===== src/rtl/oled_msg_arbiter_if.sv =====
// rtl/oled_msg_arbiter_if.sv - character-stream handshake between the message arbiter and the OLED controller
interface oled_msg_arbiter_if;
    logic [7:0] sendData;
    logic       sendDataValid;
    logic       sendDone;

    // Arbiter side: drives characters, receives the controller acknowledge.
    modport master (
        output sendData,
        output sendDataValid,
        input  sendDone
    );

    // OLED controller side.
    modport slave (
        input  sendData,
        input  sendDataValid,
        output sendDone
    );
endinterface


===== src/rtl/oled_msg_arbiter.sv =====
// rtl/oled_msg_arbiter.sv - round-robin arbiter streaming one snapshotted message at a time to the OLED controller
module oled_msg_arbiter #(
    parameter int NUM_REQ = 3,
    parameter int STR_LEN = 64,
    parameter int IDX_W   = 7
) (
    input  logic                         clock,
    input  logic                         reset_n,
    input  logic [NUM_REQ-1:0]           req,
    input  logic [NUM_REQ*STR_LEN*8-1:0] msg_flat,
    output logic [NUM_REQ-1:0]           grant,
    output logic [NUM_REQ-1:0]           done,
    output logic                         busy,
    oled_msg_arbiter_if.master           oled
);

    localparam int RR_W  = (NUM_REQ > 1) ? $clog2(NUM_REQ) : 1;
    localparam int MSG_W = STR_LEN * 8;

    typedef enum logic [1:0] {
        IDLE,
        WAIT_RDY,
        SEND,
        FINISH
    } state_t;

    state_t             state;
    logic [IDX_W-1:0]   byte_cnt;
    logic [RR_W-1:0]    rr_last;
    logic [RR_W-1:0]    win_idx;
    logic [RR_W-1:0]    pick_idx;
    logic [RR_W-1:0]    cand;
    logic               pick_valid;
    logic [MSG_W-1:0]   snap;
    logic [7:0]         send_data;
    logic               send_valid;

    assign oled.sendData      = send_data;
    assign oled.sendDataValid = send_valid;

    // Round-robin pick: first requester at or after rr_last+1, wrapping around.
    always_comb begin
        pick_valid = 1'b0;
        pick_idx   = '0;
        cand       = '0;
        for (int k = 1; k <= NUM_REQ; k++) begin
            cand = RR_W'((int'(rr_last) + k) % NUM_REQ);
            if (!pick_valid && req[cand]) begin
                pick_valid = 1'b1;
                pick_idx   = cand;
            end
        end
    end

    // Main FSM: grant and snapshot, then per-character valid/ack handshake, then done pulse.
    always_ff @(posedge clock or negedge reset_n) begin
        if (!reset_n) begin
            state      <= IDLE;
            byte_cnt   <= '0;
            rr_last    <= RR_W'(NUM_REQ - 1);
            win_idx    <= '0;
            snap       <= '0;
            grant      <= '0;
            done       <= '0;
            busy       <= 1'b0;
            send_data  <= '0;
            send_valid <= 1'b0;
        end else begin
            done <= '0;
            case (state)
                IDLE: begin
                    if (pick_valid) begin
                        grant    <= NUM_REQ'(1) << pick_idx;
                        busy     <= 1'b1;
                        snap     <= msg_flat[int'(pick_idx)*MSG_W +: MSG_W];
                        byte_cnt <= IDX_W'(STR_LEN);
                        win_idx  <= pick_idx;
                        state    <= WAIT_RDY;
                    end
                end
                WAIT_RDY: begin
                    // The controller must have dropped its previous ack before a new character goes out.
                    if (!oled.sendDone) begin
                        send_data  <= snap[int'(byte_cnt)*8-1 -: 8];
                        send_valid <= 1'b1;
                        state      <= SEND;
                    end
                end
                SEND: begin
                    if (oled.sendDone) begin
                        send_valid <= 1'b0;
                        byte_cnt   <= byte_cnt - IDX_W'(1);
                        if (byte_cnt == IDX_W'(1)) begin
                            done  <= NUM_REQ'(1) << win_idx;
                            state <= FINISH;
                        end else begin
                            state <= WAIT_RDY;
                        end
                    end
                end
                FINISH: begin
                    grant   <= '0;
                    busy    <= 1'b0;
                    rr_last <= win_idx;
                    state   <= IDLE;
                end
                default: begin
                    state <= IDLE;
                end
            endcase
        end
    end

endmodule


===== src/flat_wrapper.sv =====
// flat-port wrapper written by rule: the top's interface ports become plain ports
module oled_msg_arbiter_flat 
#(
    parameter int NUM_REQ = 3,
    parameter int STR_LEN = 64,
    parameter int IDX_W   = 7
)
  (clock, reset_n, req, msg_flat, grant, done, busy, oled_sendData, oled_sendDataValid, oled_sendDone);
  oled_msg_arbiter_if oled_i ();
  input  logic clock;
  input  logic reset_n;
  input  logic [NUM_REQ-1:0] req;
  input  logic [NUM_REQ*STR_LEN*8-1:0] msg_flat;
  output logic [NUM_REQ-1:0] grant;
  output logic [NUM_REQ-1:0] done;
  output logic busy;
  output wire logic [$bits(oled_i.sendData)-1:0] oled_sendData;
  output wire logic [$bits(oled_i.sendDataValid)-1:0] oled_sendDataValid;
  input wire logic [$bits(oled_i.sendDone)-1:0] oled_sendDone;
  assign oled_sendData = oled_i.sendData;
  assign oled_sendDataValid = oled_i.sendDataValid;
  assign oled_i.sendDone = oled_sendDone;
  oled_msg_arbiter #(.NUM_REQ(NUM_REQ), .STR_LEN(STR_LEN), .IDX_W(IDX_W)) u_core (.clock(clock), .reset_n(reset_n), .req(req), .msg_flat(msg_flat), .grant(grant), .done(done), .busy(busy), .oled(oled_i));
endmodule

===== config.mk =====
export PLATFORM = sky130hd
export DESIGN_NAME = oled_msg_arbiter_flat
export DESIGN_NICKNAME = d
export VERILOG_FILES = /design/src/rtl/oled_msg_arbiter_if.sv /design/src/rtl/oled_msg_arbiter.sv /design/src/flat_wrapper.sv
export SDC_FILE = /design/constraint.sdc
export NUM_CORES = 2
export LEC_CHECK = 0
export BUFFER_PORTS_ARGS = -buffer_cell sky130_fd_sc_hd__buf_2
export CAP_MARGIN = 20
export CORE_AREA = 2 2 602 604
export CTS_BUF_LIST = sky130_fd_sc_hd__clkbuf_16
export CTS_CLUSTER_SIZE = 10
export DETAILED_ROUTE_END_ITERATION = 8
export DIE_AREA = 0 0 604 606
export GPL_TIMING_DRIVEN = 0
export PLACE_DENSITY = 0.3
export SYNTH_ARGS = -nofsm -noshare
export SYNTH_HDL_FRONTEND = slang
export SYNTH_SLANG_ARGS = --single-unit

===== constraint.sdc =====
create_clock -name clock -period 3.7 [get_ports clock]
set_clock_uncertainty 0.2 [all_clocks]
set_input_delay 0.185 -clock clock [delete_from_list [all_inputs] [get_ports clock]]
set_output_delay 0.185 -clock clock [all_outputs]
set_load 0.02 [all_outputs]

==> results.py <==
metrics = {
    "synth": {
        "synth_area_per_cell_sq_um": 9.159,
        "synth_top_family_by_area": "compound AO/OA/AOI/OAI gates",
        "synth_flop_cell": "dfrtp_1",
        "ys_seq_elements": 541,
        "synth_fa_ha_area_share_pct": 0.2313,
        "synth_edf_count": 0,
        "netlist_area_sq_um": 30830,
        "synth_compound_gate_area_share_pct": 24.61,
        "ys_types": 56,
        "yosysWarnings": 0,
        "synth-simple-area-share_pct": 15.29,
        "synth_top_area_share_pct": 43.83,
        "yosys-top-cells-area": "dfrtp_1 (44%), a22oi_1 (12%), a31oi_1 (11%), mux4_2 (9.4%), nand2_1 (7.6%)",
        "synthArstFlopShare_pct": 100.0,
        "yosysMostFrequentCell": "nand2_1",
        "synth.mux.area_fraction_pct": 10.21,
        "synth_xor_area_share_pct": 0.2273,
        "synth_cells": 3366,
        "syn-num-nets": 4912,
        "synth_top_area_cell": "dfrtp_1",
        "seq_area_frac_synth_pct": 43.91,
        "synthTopCellsByCount": "nand2_1 (621), dfrtp_1 (540), nor2_1 (528)",
    },
    "outcome": {
        "violations": "setup timing",
        "outcome": "finished, violations left",
    },
    "floorplanning": {
        "core_sq_um": 360300,
        "io_pins": 1558,
        "rows": 221,
        "die_x_microns": 604,
        "die-area_sq_um": 366000,
        "initial_utilization_pct": 8.557,
        "die_h_microns": 606,
    },
    "route": {
        "drtIter0Drc": 3881,
        "drt-total-wl_microns": 399900,
        "ant_nets": 0,
        "drt-pass1-iter-count": 6,
        "drc_errors": 0,
        "routed_via_density": 3.904,
        "post_drt_wl_per_cell_microns": 33.27,
        "vias": 46930,
    },
    "finish": {
        "syn_to_final_growth_pct": 124.5,
        "finalInstanceArea_sq_um": 69210,
        "instances_no_fill": 12020,
        "nets": 8575,
        "drive_above_1_share_pct": 30.79,
        "final_util_pct": 19.21,
        "n_fill_cell": 40390,
    },
    "place": {
        "dp_cells": 9736,
        "hpwl_microns": 342700,
        "placed_area_sq_um": 45070,
        "gp_congestion": 0.9122,
        "port_buffers": 1557,
    },
    "critical_path": {
        "arrival_ns": 4.17,
        "start_kind": "register",
        "crit_type": "reg2reg",
        "r2r-end": "u_core.snap[83]",
        "path_cells": "inv_1 -> ha_1 -> maj3_1 -> o221a_2 -> buf_8 -> clkbuf_8 -> clkbuf_1 -> a22oi_1 -> a31oi_1",
        "r2r_setup_slack_ns": -0.04,
        "reg2reg_depth": 9,
        "cp_slowest_cell": "a22oi_1",
        "worst-path-max-fanout": 10,
        "cp_slowest_stage_delay_ns": 0.78,
        "cp-end-kind": "register",
        "r2r-start": "u_core.rr_last[1]",
        "crit_required_ns": 4.13,
    },
    "sta": {
        "rsz0062_at_grt": "true",
        "slew_violations": 0,
        "min_period_ns": 3.739,
        "finalSetupViolations": 1,
        "fmax_mhz": 267.5,
        "hold_viol": 0,
        "period_share_pct": 101.0,
        "relSlewSlack_pct": 33.62,
        "worst_pin_slew_ns": 0.9957,
        "setup_slack_ns": -0.03854,
    },
    "worst_hold_path": {
        "holdPathEnd": "u_core.snap[323]",
        "hold_path_class": "in2reg",
        "whs_path_depth": 4,
        "holdCritStartpoint": "msg_flat[835]",
    },
    "clocking": {
        "cts_buffer_depth": 4,
        "numCtsBuffers": 86,
        "cts_tree": "built",
        "htree_levels": 3,
        "cts_root_buffer": "clkbuf_16",
        "clkSinkCount": 541,
        "clk_pin_slew_ns": 0.06,
        "clock_latency_ns": 0.82,
    },
    "global_routing": {
        "grt_max_degree": 98,
        "grt_pass1_wl_microns": 499800,
        "grt_pass1_vias": 48250,
        "antenna_found_initial": 341,
        "grt_overflow_total": 0,
        "grt.total_usage_pct": 20.99,
    },
    "power": {
        "leakage_uw": 0.02880,
        "power_density_nw_per_um2": 802.3,
        "peakVddDrop_v": 0.0004033,
    },
    "run": {
        "drv_cap": 0,
    },
}
==> layout make-up <==
cell class	count	area (sq um)	share of cell area, %
Antenna cell	136	340.3	0.4918
Buffer	332	2111	3.050
Clock buffer	88	2202	3.182
Clock inverter	62	460.4	0.6653
Inverter	11	57.56	0.08317
Multi-Input combinational cell	2478	16150	23.34
Sequential cell	541	13540	19.57
Tap cell	4794	5998	8.667
Timing Repair Buffer	3579	28350	40.96
==> kinds of logic after synthesis <==
kind of cell / count (synthesis)
AND/OR/NAND/NOR: 1217
AO/OA/AOI/OAI: 1096
multiplexers: 154
XOR/XNOR: 5
flip-flops: 541
buffers and inverters: 347
adder cells (fa/ha/maj): 6
==> how the worst max path moves through the flow <==
stage | start | to | slack (ns) | depth (start not counted)
after floorplan | u_core.byte_cnt[0] | u_core.oled.sendData[4] | 0.35 | 12
after global placement | reset_n | u_core.snap[312] | -11.97 | 1
after detailed placement | u_core.byte_cnt[0] | u_core.oled.sendData[0] | -3.87 | 13
after CTS | u_core.byte_cnt[0] | u_core.oled.sendData[5] | -0.09 | 14
after global routing | u_core.rr_last[1] | u_core.snap[90] | -0.03 | 9
final | u_core.rr_last[1] | u_core.snap[83] | -0.04 | 9
==> report_power, final <==
part,switching [uW],internal [uW]
Sequential,2900,9070
Combinational,22900,12400
Clock,3560,4710
==> state kept, by name, indices dropped and copies added, names as in the netlist <==
signal	cells
u_core.oled.sendDataValid	1
u_core.oled.sendData	8
u_core.byte_cnt	7
u_core.win_idx	2
u_core.done	3
u_core.busy	1
u_core.state	2
u_core.rr_last	2
u_core.grant	3
u_core.snap	512
==> metal layers <==
metal | vias up | GRT usage (%) | wire (microns)
met1 | 23480 | 25.42 | 163300
li1 | 20120 | - | -
met4 | 142 | 6.992 | 14540
met2 | 2430 | 36.92 | 197900
met3 | 757 | 4.100 | 23290
met5 | - | 0 | 897
==> layout by cell type, fill, tap and decap left out, types with 9 or more instances in the layout <==
cell           synthesis  final
a22oi_1              513    493
a22oi_2                0     20
a31oi_1              518    518
a32oi_1               21     13
buf_16                 0     17
buf_2                170   1708
buf_4                 33     53
buf_6                  8      9
buf_8                  0     15
clkbuf_1             120     75
clkbuf_16              0     96
clkbuf_2               0     24
clkbuf_4               0     11
clkinv_1               1     17
clkinv_2               0     14
dfrtp_1              540    539
diode_2                0    136
dlygate4sd3_1          0   1974
inv_1                  9     25
mux2i_4                0     15
mux4_2               128    128
nand2_1              621    613
nand3_1               27     23
nand4_1                9      9
nor2_1               528    528
nor3_1                11     11
==> stage by stage <==
step | setup WS, ns | hold WS, ns | setup TNS [ns] | power, uW
2_1_floorplan | 0.3495 | -0.3106 | 0 | 26200
3_3_place_gp | -11.97 | 0.2523 | -6660.83 | 43450
3_5_place_dp | -3.874 | -0.06423 | -108.76 | 43840
4_1_cts | -0.08612 | 0.0001973 | -0.4300 | 56730
5_1_grt | -0.03486 | 0.02851 | -0.09030 | 58880
6_report | -0.03854 | 0.07719 | -0.03854 | 55520
==> timing repair <==
item / in CTS / in global routing
gates cloned: 2 / 0
hold buffers: 1975 / 0
gates resized for setup: 213 / 33
setup buffers: 17 / 9
endpoints found under the setup margin: 457 / 62
pin swaps: 31 / 8
hold endpoints to repair: 792 / 0
==> worst max-delay path, delay by kind of cell, from the launching register on <==
kind / cells / cell delay, ns
adder cells (fa/ha/maj): 2 / 0.62
flip-flops: 1 / 0.54
buffers and inverters: 4 / 0.85
AO/OA/AOI/OAI: 3 / 1.26
Power figures use the tool's default switching activity.
